==> config.mk <==
export PLATFORM = sky130hd
export DESIGN_NAME = prog_loader
export DESIGN_NICKNAME = d
export VERILOG_FILES = /design/src/rtl/prog_loader.sv
export SDC_FILE = /design/constraint.sdc
export NUM_CORES = 1
export LEC_CHECK = 0
export BUFFER_PORTS_ARGS = -buffer_cell sky130_fd_sc_hd__buf_4
export CORE_MARGIN = 1.5
export CORE_UTILIZATION = 60
export DETAILED_ROUTE_END_ITERATION = 7
export GPL_ROUTABILITY_DRIVEN = 0
export PLACE_DENSITY = 0.82
export SLEW_MARGIN = 20
export SYNTH_ARGS = -nofsm -noshare
export SYNTH_HDL_FRONTEND = slang
export SYNTH_SLANG_ARGS = --single-unit
==> constraint.sdc <==
create_clock -name clk -period 3.6 [get_ports clk]
set_clock_uncertainty 0.05 [all_clocks]
set_input_delay 0.72 -clock clk [delete_from_list [all_inputs] [get_ports clk]]
set_output_delay 0.72 -clock clk [all_outputs]
set_load 0.01 [all_outputs]
==> src/rtl/prog_loader.sv <==
// Instruction-store loader: takes a length-prefixed, XOR-checksummed byte frame and
// writes 9-bit words into instruction memory, holding the core in reset until verified.
module prog_loader #(
  parameter int D = 10,
  parameter int W = 9
) (
  input  logic         clk,
  input  logic         reset,
  input  logic         start,
  input  logic         in_valid,
  input  logic [7:0]   in_data,
  output logic         in_ready,
  output logic         wr_en,
  output logic [D-1:0] wr_addr,
  output logic [W-1:0] wr_data,
  output logic         hold,
  output logic         busy,
  output logic         load_done,
  output logic         err,
  output logic [2:0]   state_dbg
);

  // Handshake: a byte transfers on a rising clk edge when in_valid && in_ready.
  // in_ready is decoded from the state register only; the host may hold
  // in_valid high across bytes and one byte is taken per accepting cycle.

  typedef enum logic [2:0] {
    S_IDLE, S_LEN_LO, S_LEN_HI, S_W_LO, S_W_HI, S_CSUM, S_DONE, S_ERR
  } state_t;

  localparam logic [16:0] DEPTH = 17'(1) << D;
  localparam logic [D:0]  CNT_ONE = 1;

  state_t       state_q, state_d;
  logic [15:0]  len_q;
  logic [D:0]   count_q;
  logic [7:0]   lo_q;
  logic [7:0]   csum_q;

  logic         accept;
  logic         start_ok;
  logic [15:0]  len_full;
  logic         len_bad;
  logic         hi_bad;
  logic         last_word;
  logic         csum_ok;

  assign accept    = in_valid && in_ready;
  assign start_ok  = start && (state_q == S_IDLE || state_q == S_DONE || state_q == S_ERR);
  assign len_full  = {in_data, len_q[7:0]};
  assign len_bad   = (len_full == 16'd0) || ({1'b0, len_full} > DEPTH);
  assign hi_bad    = |in_data[7:1];
  assign last_word = (17'(count_q) + 17'd1) == {1'b0, len_q};
  assign csum_ok   = (csum_q ^ in_data) == 8'd0;
  assign state_dbg = state_q;

  always_ff @(posedge clk or negedge reset) begin
    if (!reset) state_q <= S_IDLE;
    else        state_q <= state_d;
  end

  always_comb begin
    state_d = state_q;
    case (state_q)
      S_IDLE:   if (start)  state_d = S_LEN_LO;
      S_LEN_LO: if (accept) state_d = S_LEN_HI;
      S_LEN_HI: if (accept) state_d = len_bad ? S_ERR : S_W_LO;
      S_W_LO:   if (accept) state_d = S_W_HI;
      S_W_HI:   if (accept) state_d = hi_bad ? S_ERR : (last_word ? S_CSUM : S_W_LO);
      S_CSUM:   if (accept) state_d = csum_ok ? S_DONE : S_ERR;
      S_DONE:   if (start)  state_d = S_LEN_LO;
      S_ERR:    if (start)  state_d = S_LEN_LO;
      default:  state_d = S_IDLE;
    endcase
  end

  always_comb begin
    in_ready  = 1'b0;
    busy      = 1'b0;
    hold      = 1'b1;
    load_done = 1'b0;
    err       = 1'b0;
    case (state_q)
      S_LEN_LO, S_LEN_HI, S_W_LO, S_W_HI, S_CSUM: begin
        in_ready = 1'b1;
        busy     = 1'b1;
      end
      S_DONE: begin
        hold      = 1'b0;
        load_done = 1'b1;
      end
      S_ERR:   err = 1'b1;
      default: ;
    endcase
  end

  // The running checksum folds in every accepted byte; the checksum byte itself
  // is only compared, so the value left behind after CSUM is irrelevant.
  always_ff @(posedge clk or negedge reset) begin
    if (!reset) begin
      len_q   <= '0;
      count_q <= '0;
      lo_q    <= '0;
      csum_q  <= '0;
      wr_en   <= 1'b0;
      wr_addr <= '0;
      wr_data <= '0;
    end else begin
      wr_en <= 1'b0;
      if (start_ok) begin
        len_q   <= '0;
        count_q <= '0;
        csum_q  <= '0;
        wr_addr <= '0;
      end
      if (accept) begin
        csum_q <= csum_q ^ in_data;
        case (state_q)
          S_LEN_LO: len_q[7:0]  <= in_data;
          S_LEN_HI: len_q[15:8] <= in_data;
          S_W_LO:   lo_q        <= in_data;
          S_W_HI: begin
            if (!hi_bad) begin
              wr_en   <= 1'b1;
              wr_addr <= count_q[D-1:0];
              wr_data <= W'({in_data[0], lo_q});
              count_q <= count_q + CNT_ONE;
            end
          end
          default: ;
        endcase
      end
    end
  end

endmodule

==> results of run 1 <==
-- cells by family (layout without fill, tap and decap cells) --
| group | after synthesis | count (layout) | share of synthesized area |
|---|---|---|---|
| AND/OR/NAND/NOR | 185 | 185 | 0.2552 |
| AO/OA/AOI/OAI | 83 | 83 | 0.1453 |
| flip-flops | 66 | 66 | 0.4867 |
| buffers and inverters | 29 | 64 | 0.04572 |
| XOR/XNOR | 13 | 13 | 0.03355 |
| multiplexers | 9 | 9 | 0.02987 |
| adder cells (fa/ha/maj) | 1 | 1 | 0.003687 |
-- cells in the mapped netlist, types with 2 or more instances --
cell       number
nand3_1        16
nand2b_1       14
o31ai_1         4
or2_1           2
nor2_1         17
inv_1           6
nand4_1         2
nor3_1         10
nand3_2         2
buf_6           2
and2_1          3
a31oi_1         2
nor4_1          3
clkbuf_8        2
mux2_2          9
a21oi_1         7
buf_2           6
o21ai_0        37
o21a_1          2
nand2_1       100
o21ai_1        19
xnor2_1         9
nor4_2          2
dfrtp_1        66
nand3b_1        3
xor2_1          4
and3_1          4
o2111ai_1       2
clkbuf_1       10
-- worst max-delay path by stage --
stage,cells past startpoint,from,to
final,4,state_dbg[0]$_DFFE_PN0P_,in_ready
after detailed placement,6,state_dbg[1]$_DFFE_PN0P_,csum_q[2]$_DFFE_PN0P_
after CTS,6,state_dbg[1]$_DFFE_PN0P_,csum_q[6]$_DFFE_PN0P_
after global placement,8,in_data[4],count_q[5]$_DFF_PN0_
after global routing,4,state_dbg[2]$_DFFE_PN0P_,in_ready
after floorplan,7,in_data[3],state_dbg[0]$_DFFE_PN0P_
-- area by class of cell --
class / instances / share of cell area
clock buffer: 10 / 0.03238
clock inverter: 6 / 0.03492
inverter: 7 / 0.006667
multi-input combinational: 291 / 0.4060
sequential: 66 / 0.4190
tap: 72 / 0.02286
timing repair buffer: 41 / 0.07810
-- registers in the layout (all words and copies together), names as in the netlist --
signal and cells:
wr_addr 10, wr_en 1, csum_q 8, len_q 16, wr_data 9, lo_q 8
state_dbg 3, count_q 11
-- per-layer routing --
layer | up-vias | track usage | share of wire
li1 | 1385 | - | -
met1 | 1425 | 0.3508 | 0.43
met2 | 110 | 0.4704 | 0.50
met3 | 17 | 0.04302 | 0.049
met4 | 0 | 0.1357 | 0.021
met5 | - | 0 | 0
-- worst reg2reg max path: cells and delay by family (launching register included) --
family | cells | cell delay (ns)
AO/OA/AOI/OAI | 2 | 0.57
XOR/XNOR | 1 | 0.21
AND/OR/NAND/NOR | 3 | 0.62
flip-flops | 1 | 0.49
adder cells (fa/ha/maj) | 1 | 0.36
-- report_power, final --
| part | leakage (µW) | internal, µW | switching, µW |
|---|---|---|---|
| Clock | 0.000131 | 534 | 295 |
| Combinational | 0.000807 | 343 | 409 |
| Sequential | 0.000880 | 919 | 171 |
-- per-stage QoR --
step	util	setup WS [ns]	area (µm²)	hold slack [ns]	total power, µW
floorplan	-	1.408	3393	0.3744	1614
global placement	0.6703	1.017	3669	0.4026	1806
detailed placement	0.6703	0.9676	3669	0.4006	1838
CTS	0.7188	0.9557	3934	0.4191	2662
global route	0.7202	0.9175	3941	0.4447	2815
finish	0.7202	0.9958	3941	0.4089	2672
==> key figures, run 1 <==
Run status
  • Status: completed

Clocking
  • Post-CTS Resized: 0
  • # hold bufs at CTS: 0
  • H-tree levels: 3
  • Clk root buf: clkbuf_8
  • Reg clk slew, reported paths: approximately 0.07 ns
  • Num CTS Buffers: 9
  • Clock Tree Buf Depth: 2
  • Sink Count: 66
  • Postcts setup bufs: 0
  • Clock latency on the worst-skew pair: 0.35 ns
  • TritonCTS clock tree: yes

STA
  • Least-Margin Pin Slew: 0.8506 ns
  • Fmax: between 0.3 and 0.4 GHz
  • Post-layout min period: 2.604 ns
  • Post-Route Setup TNS: 0 ns
  • Pins over their slew limit: 0
  • Count of final hold-check violations: 0
  • Period utilization: 0.7234
  • Worst slew margin: 0.4309
  • Unrepaired setup endpoints after global routing: no
  • Final setup violation count: 0

Critical path
  • Crit path DAT: around 1.8 ns
  • Crit-path cells: or2_1 > o21ai_1 > inv_1 > buf_4
  • RR Startpoint: count_q[0]$_DFF_PN0_
  • Crit path max-delay family: flip-flops
  • WP buf/inv: 2
  • Setup CP Type: reg2out
  • Slack of the worst reg-to-reg path: 1.20 ns
  • Critical Path Sink Type: output port
  • CP Max Fanout: 12
  • CP Data Required Time: 2.83 ns
  • Slowest cell delay on critical path: roughly 0.50 ns
  • Reg2reg end: state_dbg[1]$_DFFE_PN0P_
  • R2R depth: 7
  • Critical path's slowest cell: dfrtp_1
  • Worst setup SP type: register

Synth
  • Syn Nets: ~400
  • Sequential cell area fraction in the yosys report: 0.4867
  • Syn Area/Cell: roughly 9 µm²
  • Share of the synthesized area in the top cell type: 0.4867
  • Number of enable flip-flop cells after synthesis: 0
  • Syn Std Cell Area: 0.003393 mm²
  • Synth Register Bits: 66
  • Leading area contributor after synthesis: dfrtp_1
  • Gate Count Post-Synth: 386
  • Count of warnings emitted by yosys: 0
  • Synth top area cells: dfrtp_1, nand2_1, o21ai_0
  • Prevailing post-synth register cell: dfrtp_1
  • FFs w/ async S/R, synth: 1.000
  • Unique masters post-synth: 50

Drt
  • Number of detailed-route iterations in the first pass: 4
  • Vias: 2,937
  • Wire per inst: 16.04 µm
  • Final WL: 7.908 mm
  • Vias per Instance: between 5 and 6
  • Antenna Nets Post-Route: 0
  • # DRC: 0
  • 1st-iter DRT viols: 239

Run
  • MaxCap Viol Count: 0

Place
  • Inst Count DP: 477
  • Number of I/O port buffers: 39
  • DP Wirelength: 5.180 mm

Worst hold path
  • Hold/Removal Path Class: in2async

Floorplan
  • IO Pins: 40
  • Row count: 27
  • Core Box Area: 0.005473 mm²
  • Die X-Extent: 78.20 µm
  • Die footprint: 0.006115 mm²
  • Die height: around 78 µm
  • Initial Utilization: 0.6200

Finish
  • Share of layout cells above drive strength 1: 0.1805
  • # fillers: 418
  • Layout area overhead: 16.15%
  • Most frequent cells in the layout: nand2_1, dfrtp_1, buf_4
  • NumNets Final: 429
  • Sequential Area: 0.001652 mm²
  • Multi-input gate area: approximately 0.0016 mm²
  • Commonest non-fill, non-tap cell in the layout: nand2_1
  • Diode count: 0
  • Finished Layout Cells: 493

Global route
  • Antenna violations before repair: 0
  • First-pass GRT wire length: 13.14 mm
  • GR Overflow Total: 0
  • Vias in the first global route: around 2,800
  • Largest net degree at the start of global routing: 67
  • Total GRT Usage: 0.2789

Pwr
  • Pwr/cell area: 677.8 mW/mm²
  • Leakage dissipation: 0.001818 µW
  • Max VDD drop: 0.4112 mV
Note: power is estimated with default switching activity, not from simulation.
==> run 2: changes to the inputs <==
--- a/config.mk
+++ b/config.mk
@@ -5,12 +5,13 @@
 export SDC_FILE = /design/constraint.sdc
 export NUM_CORES = 1
 export LEC_CHECK = 0
+export ABC_AREA = 1
 export BUFFER_PORTS_ARGS = -buffer_cell sky130_fd_sc_hd__buf_4
 export CORE_MARGIN = 1.5
-export CORE_UTILIZATION = 60
+export CORE_UTILIZATION = 58
 export DETAILED_ROUTE_END_ITERATION = 7
 export GPL_ROUTABILITY_DRIVEN = 0
-export PLACE_DENSITY = 0.82
+export PLACE_DENSITY = 0.8
 export SLEW_MARGIN = 20
 export SYNTH_ARGS = -nofsm -noshare
 export SYNTH_HDL_FRONTEND = slang
==> constraint.sdc (replaced) <==
create_clock -name clk -period 2.4 [get_ports clk]
set_clock_uncertainty 0.05 [all_clocks]
set_input_delay 0.48 -clock clk [delete_from_list [all_inputs] [get_ports clk]]
set_output_delay 0.48 -clock clk [all_outputs]
set_load 0.01 [all_outputs]
==> run 2 against run 1 <==
  * Sequential share of layout area rose by 1.1 points
  * Hold slack got worse by 0.23 ns
  * Power rose by 40%
  * Routed wire length fell by 4.6%
  * Die area rose by 1.2%
  * Register-to-register slack got worse by 0.91 ns
  * Non-clock buffer count rose by 1
  * First-iteration DRC count fell by 7.5%
  * Global-route usage fell by 0.43 points
  * Sequential power rose by 46%
==> key figures, run 2 <==
Clocking
  • Postcts setup bufs: 0
  • TritonCTS clock tree: yes
  • Clock latency on the worst-skew pair: 0.35 ns
  • # hold bufs at CTS: 0
  • Num CTS Buffers: 9
  • Sink Count: 66
  • Clock Tree Buf Depth: 2
  • H-tree levels: 3
  • Post-CTS Resized: 0
  • Reg clk slew, reported paths: around 0.070 ns
  • Clk root buf: clkbuf_8

STA
  • Final setup violation count: 0
  • Fmax: 0.4743 GHz
  • Least-Margin Pin Slew: 0.8187 ns
  • Unrepaired setup endpoints after global routing: no
  • Count of final hold-check violations: 0
  • Period utilization: 0.8785
  • Final Worst Setup Slack: approximately 0.29 ns
  • Pins over their slew limit: 0
  • Post-layout min period: 2.108 ns
  • Post-Route Setup TNS: 0 ns
  • Worst slew margin: 0.4542

Synth
  • Number of enable flip-flop cells after synthesis: 0
  • Synth Register Bits: 66
  • Prevailing post-synth register cell: dfrtp_1
  • Leading area contributor after synthesis: dfrtp_1
  • Sequential cell area fraction in the yosys report: 0.4972
  • Synth top area cells: dfrtp_1, nand2_1, nand3_1
  • Synth top cells by count: nand2_1, dfrtp_1, nand3_1
  • Syn Area/Cell: 7.985 µm²
  • Share of the synthesized area in the top cell type: 0.4972
  • Syn Std Cell Area: 0.003322 mm²
  • Gate Count Post-Synth: about 420
  • Count of warnings emitted by yosys: 0
  • FFs w/ async S/R, synth: 1.000
  • Most frequent cell after synthesis: nand2_1
  • Unique masters post-synth: 32
  • Syn Nets: approximately 430

Finish
  • Commonest non-fill, non-tap cell in the layout: nand2_1
  • # fillers: 414
  • Largest Register: len_q
  • Layout area overhead: 15.67%
  • Most frequent cells in the layout: nand2_1, dfrtp_1, nand3_1
  • Top flop regs: len_q: 16 flops, count_q: 11 flops, wr_addr: 10 flops
  • Utilization after layout: 0.6978
  • Max FFs per register: 16
  • Diode count: 0
  • Finished Layout Cells: about 530
  • NumNets Final: between 400 and 500
  • Share of layout cells above drive strength 1: 0.1497

Pwr
  • Power, Total: between 3000 and 4000 µW
  • Leakage dissipation: between 0.0015 and 0.002 µW
  • Max VDD drop: 0.7024 mV
  • Pwr/cell area: just under 1000 mW/mm²

Critical path
  • Crit path max-delay family: simple AND/OR/NAND/NOR gates
  • Critical path's slowest cell: nor2_1
  • Worst setup SP type: register
  • Critical Path Sink Type: register
  • WP buf/inv: 2
  • Setup CP Type: reg2reg
  • CP Max Fanout: 12
  • R2R depth: 8
  • Crit-path cells: inv_1 > nand2_1 > o21ai_2 > nor2_1 > nor2_1 > inv_1 > o21ai_0 > o22ai_1
  • WP depth: 8
  • Slowest cell delay on critical path: slightly below 0.6 ns
  • Crit path DAT: between 2 and 2.5 ns
  • CP Data Required Time: 2.57 ns

Run status
  • Status: completed

Place
  • Number of I/O port buffers: 39
  • Inst Count DP: around 520
  • Setup WS pre-CTS: 0.3330 ns
  • DP Wirelength: 5.343 mm

Global route
  • Total GRT Usage: 0.2745
  • Vias in the first global route: 2,916
  • GR Overflow Total: 0
  • Antenna violations before repair: 0
  • Largest net degree at the start of global routing: 67
  • First-pass GRT wire length: approximately 13 mm

Drt
  • Final WL: 7.547 mm
  • Vias per Instance: 5.447
  • Number of detailed-route iterations in the first pass: 5
  • Antenna Nets Post-Route: 0
  • 1st-iter DRT viols: 221
  • Vias: around 2,900
  • Wire per inst: 14.16 µm
  • # DRC: 0

Floorplan
  • Die footprint: around 0.0062 mm²
  • IO Pins: 40
  • Initial Utilization: 0.6033
  • Row count: 27
  • Die X-Extent: 78.68 µm
  • Die height: 78.68 µm
  • Core Box Area: approximately 0.0055 mm²

Run
  • MaxCap Viol Count: 0

Worst hold path
  • Hold/Removal Path Class: in2async
run 2: changes by cell type after synthesis, moves of 4 or more:
cell and delta:
and3_1 -4, clkbuf_1 -5, inv_1 +41, mux2_2 -9, nand2_1 +8, nand2b_1 -14, nand3_1 +45, nor2_1 +5
nor3_1 -7, o21ai_0 +6, o21ai_1 -7
run 2: cells by family after synthesis:
kind of cell	synth area share
XOR/XNOR	0.02373
flip-flops	0.4972
buffers and inverters	0.07910
AO/OA/AOI/OAI	0.1119
AND/OR/NAND/NOR	0.2844
adder cells (fa/ha/maj)	0.003766
run 2: through the flow:
step,cell area [µm²],hold slack (ns)
4_1_cts,3842,0.2113
3_3_place_gp,3649,0.4065
3_5_place_dp,3649,0.4094
5_1_grt,3842,0.2495
6_report,3842,0.1825
2_1_floorplan,3322,0.1344
run 2: final timing paths:
check	from	to	slack, ns
min reg2reg	wr_data[2]$_DFFE_PN0P_	wr_data[2]$_DFFE_PN0P_	0.43
min	reset	wr_addr[1]$_DFF_PN0_	0.18
max in group asynchronous	reset	len_q[7]$_DFF_PN0_	1.58
max reg2reg	state_dbg[1]$_DFFE_PN0P_	state_dbg[0]$_DFFE_PN0P_	0.29
max	state_dbg[1]$_DFFE_PN0P_	state_dbg[0]$_DFFE_PN0P_	0.29
min in group clk	wr_data[2]$_DFFE_PN0P_	wr_data[2]$_DFFE_PN0P_	0.43
run 2: final cells by class:
class                   count  area [µm²]  share of cell area
clock buffers              10       127.6             0.03321
well taps                  72       90.09             0.02345
inverters                  49       183.9             0.04787
multi-input cells         288        1408              0.3663
repair buffers             42       315.3             0.08206
clock inverters             6       66.31             0.01726
flip-flops and latches     66        1652              0.4298
run 2: power by group:
group | switching [µW] | total, µW | internal, µW
logic | 760 | 1210 | 452
clock network | 453 | 934 | 482
registers | 209 | 1590 | 1380
run 2: layer usage:
metal	vias to the layer above	part of all wire	wire length, µm	track usage
li1	1435	-	-	-
met1	1355	0.44	3292	0.3541
met2	97	0.49	3674	0.4483
met3	16	0.057	431	0.05233
met4	0	0.020	149	0.1250
met5	-	0	0	0
==> run 3: changes to the inputs <==
--- a/config.mk
+++ b/config.mk
@@ -12,6 +12,7 @@
 export DETAILED_ROUTE_END_ITERATION = 7
 export GPL_ROUTABILITY_DRIVEN = 0
 export PLACE_DENSITY = 0.8
+export SETUP_SLACK_MARGIN = 0.3
 export SLEW_MARGIN = 20
 export SYNTH_ARGS = -nofsm -noshare
 export SYNTH_HDL_FRONTEND = slang
==> run 3 against run 2 <==
  * Cell count unchanged
  * Combinational power barely moved
  * Non-clock buffer count did not move
  * Clock power hardly changed
  * Hold slack gained 0.0031 ns
  * Critical endpoint is now busy
==> key figures, run 3 (synthesis gave the netlist of run 2 again) <==
Run status
  • Status: completed

STA
  • Unrepaired setup endpoints after global routing: no
  • Pins over their slew limit: 0
  • Post-layout min period: 1.977 ns
  • Period utilization: 0.8239
  • Worst slew margin: 0.4537
  • Count of final hold-check violations: 0
  • Least-Margin Pin Slew: between 0.8 and 0.9 ns
  • Post-Route Setup TNS: 0 ns
  • Fmax: 0.5057 GHz
  • Final setup violation count: 0

Place
  • Number of I/O port buffers: 39
  • DP Wirelength: 5.343 mm

Global route
  • First-pass GRT wire length: 12.98 mm
  • Largest net degree at the start of global routing: 67
  • Total GRT Usage: 0.2745
  • Vias in the first global route: 2,916
  • Antenna violations before repair: 0
  • GR Overflow Total: 0

Clocking
  • TritonCTS clock tree: yes
  • Reg clk slew, reported paths: 0.08 ns
  • Num CTS Buffers: 9
  • Clock latency on the worst-skew pair: 0.35 ns
  • H-tree levels: 3
  • Clock Tree Buf Depth: 2
  • Clk root buf: clkbuf_8
  • Sink Count: between 60 and 70

Drt
  • Vias per Instance: 5.432
  • Wire per inst: 14.20 µm
  • # DRC: 0
  • Final WL: 7.566 mm
  • Antenna Nets Post-Route: 0
  • Number of detailed-route iterations in the first pass: 5
  • 1st-iter DRT viols: 200
  • Vias: around 2,900

Finish
  • NumNets Final: 469
  • Largest Register: len_q
  • Max FFs per register: 16
  • Commonest non-fill, non-tap cell in the layout: nand2_1
  • Diode count: 0
  • Share of layout cells above drive strength 1: 0.1605
  • Top flop regs: len_q: 16 flops, count_q: 11 flops, wr_addr: 10 flops
  • Layout area overhead: 16.20%
  • Most frequent cells in the layout: nand2_1, dfrtp_1, nand3_1

Worst hold path
  • Hold/Removal Path Class: in2async

Run
  • MaxCap Viol Count: 0

Floorplan
  • Initial Utilization: 0.6033
  • Die footprint: a little over 0.006 mm²
  • Core Box Area: 0.005507 mm²
  • IO Pins: 40
  • Row count: 27
  • Die X-Extent: 78.68 µm
  • Die height: a little under 80 µm

Pwr
  • Max VDD drop: between 0.6 and 0.7 mV
  • Pwr/cell area: between 900 and 1000 mW/mm²
  • Power, Total: 3762 µW
  • Leakage dissipation: 0.001890 µW

Critical path
  • Worst setup SP type: register
  • Critical Path Sink Type: output port
  • R2R depth: 8
  • Crit path DAT: about 1.5 ns
  • CP Data Required Time: 1.87 ns
  • Setup CP Type: reg2out
  • CP Max Fanout: 7
run 3: worst max-delay path: stages, from the launching register on:
cell     delay [ns]
dfrtp_1        0.45
inv_1          0.12
nand2_1        0.09
o21ai_2        0.22
inv_1          0.09
buf_4          0.15
run 3: path summary, 6_finish.rpt:
check	startpoint	to	slack [ns]
max	state_dbg[1]$_DFFE_PN0P_	busy	0.42
min reg2reg	wr_data[1]$_DFFE_PN0P_	wr_data[1]$_DFFE_PN0P_	0.43
max reg2reg	state_dbg[1]$_DFFE_PN0P_	state_dbg[0]$_DFFE_PN0P_	0.48
min in group clk	wr_data[1]$_DFFE_PN0P_	wr_data[1]$_DFFE_PN0P_	0.43
max in group asynchronous	reset	count_q[0]$_DFF_PN0_	1.56
min	reset	wr_addr[4]$_DFF_PN0_	0.19
run 3: cell type report:
class | instances | area, µm²
Sequential cell | 66 | 1653
Fill cell | 413 | 1647
Multi-Input combinational cell | 288 | 1424
Timing Repair Buffer | 42 | 315.3
Inverter | 49 | 183.9
Clock buffer | 10 | 127.6
Tap cell | 72 | 90.09
Clock inverter | 6 | 66.31
run 3: metal layers:
metal  global-route usage  vias to the layer above  wire (µm)  part of all wire
li1                     -                     1438          -                 -
met5                    0                        -          0                 0
met3              0.05233                       18        385             0.051
met2               0.4483                       84       3668              0.48
met4               0.1250                        0        165             0.022
met1               0.3541                     1355       3346              0.44
run 3: power breakdown:
group | total (µW) | internal, µW | switching (µW)
Combinational | 1240 | 463 | 779
Sequential | 1590 | 1380 | 210
Clock | 932 | 481 | 451
Total | 3760 | 2320 | 1440
run 3: metrics by stage:
stage	hold WS, ns	setup slack, ns	instance area (µm²)	utilization	std cells
3_3_place_gp	0.4065	0.4343	3649	0.6626	517
3_5_place_dp	0.4094	0.3330	3649	0.6626	517
5_1_grt	0.2494	0.3018	3860	0.7010	533
2_1_floorplan	0.1344	0.6533	3322	-	416
6_report	0.1856	0.4226	3860	0.7010	533
4_1_cts	0.2113	0.3164	3842	0.6978	533
run 3: timing repair:
item                                    CTS  global route
endpoints found under the setup margin    0             6
setup buffers                             0             0
hold buffers                              0             0
resized for setup                         0             6
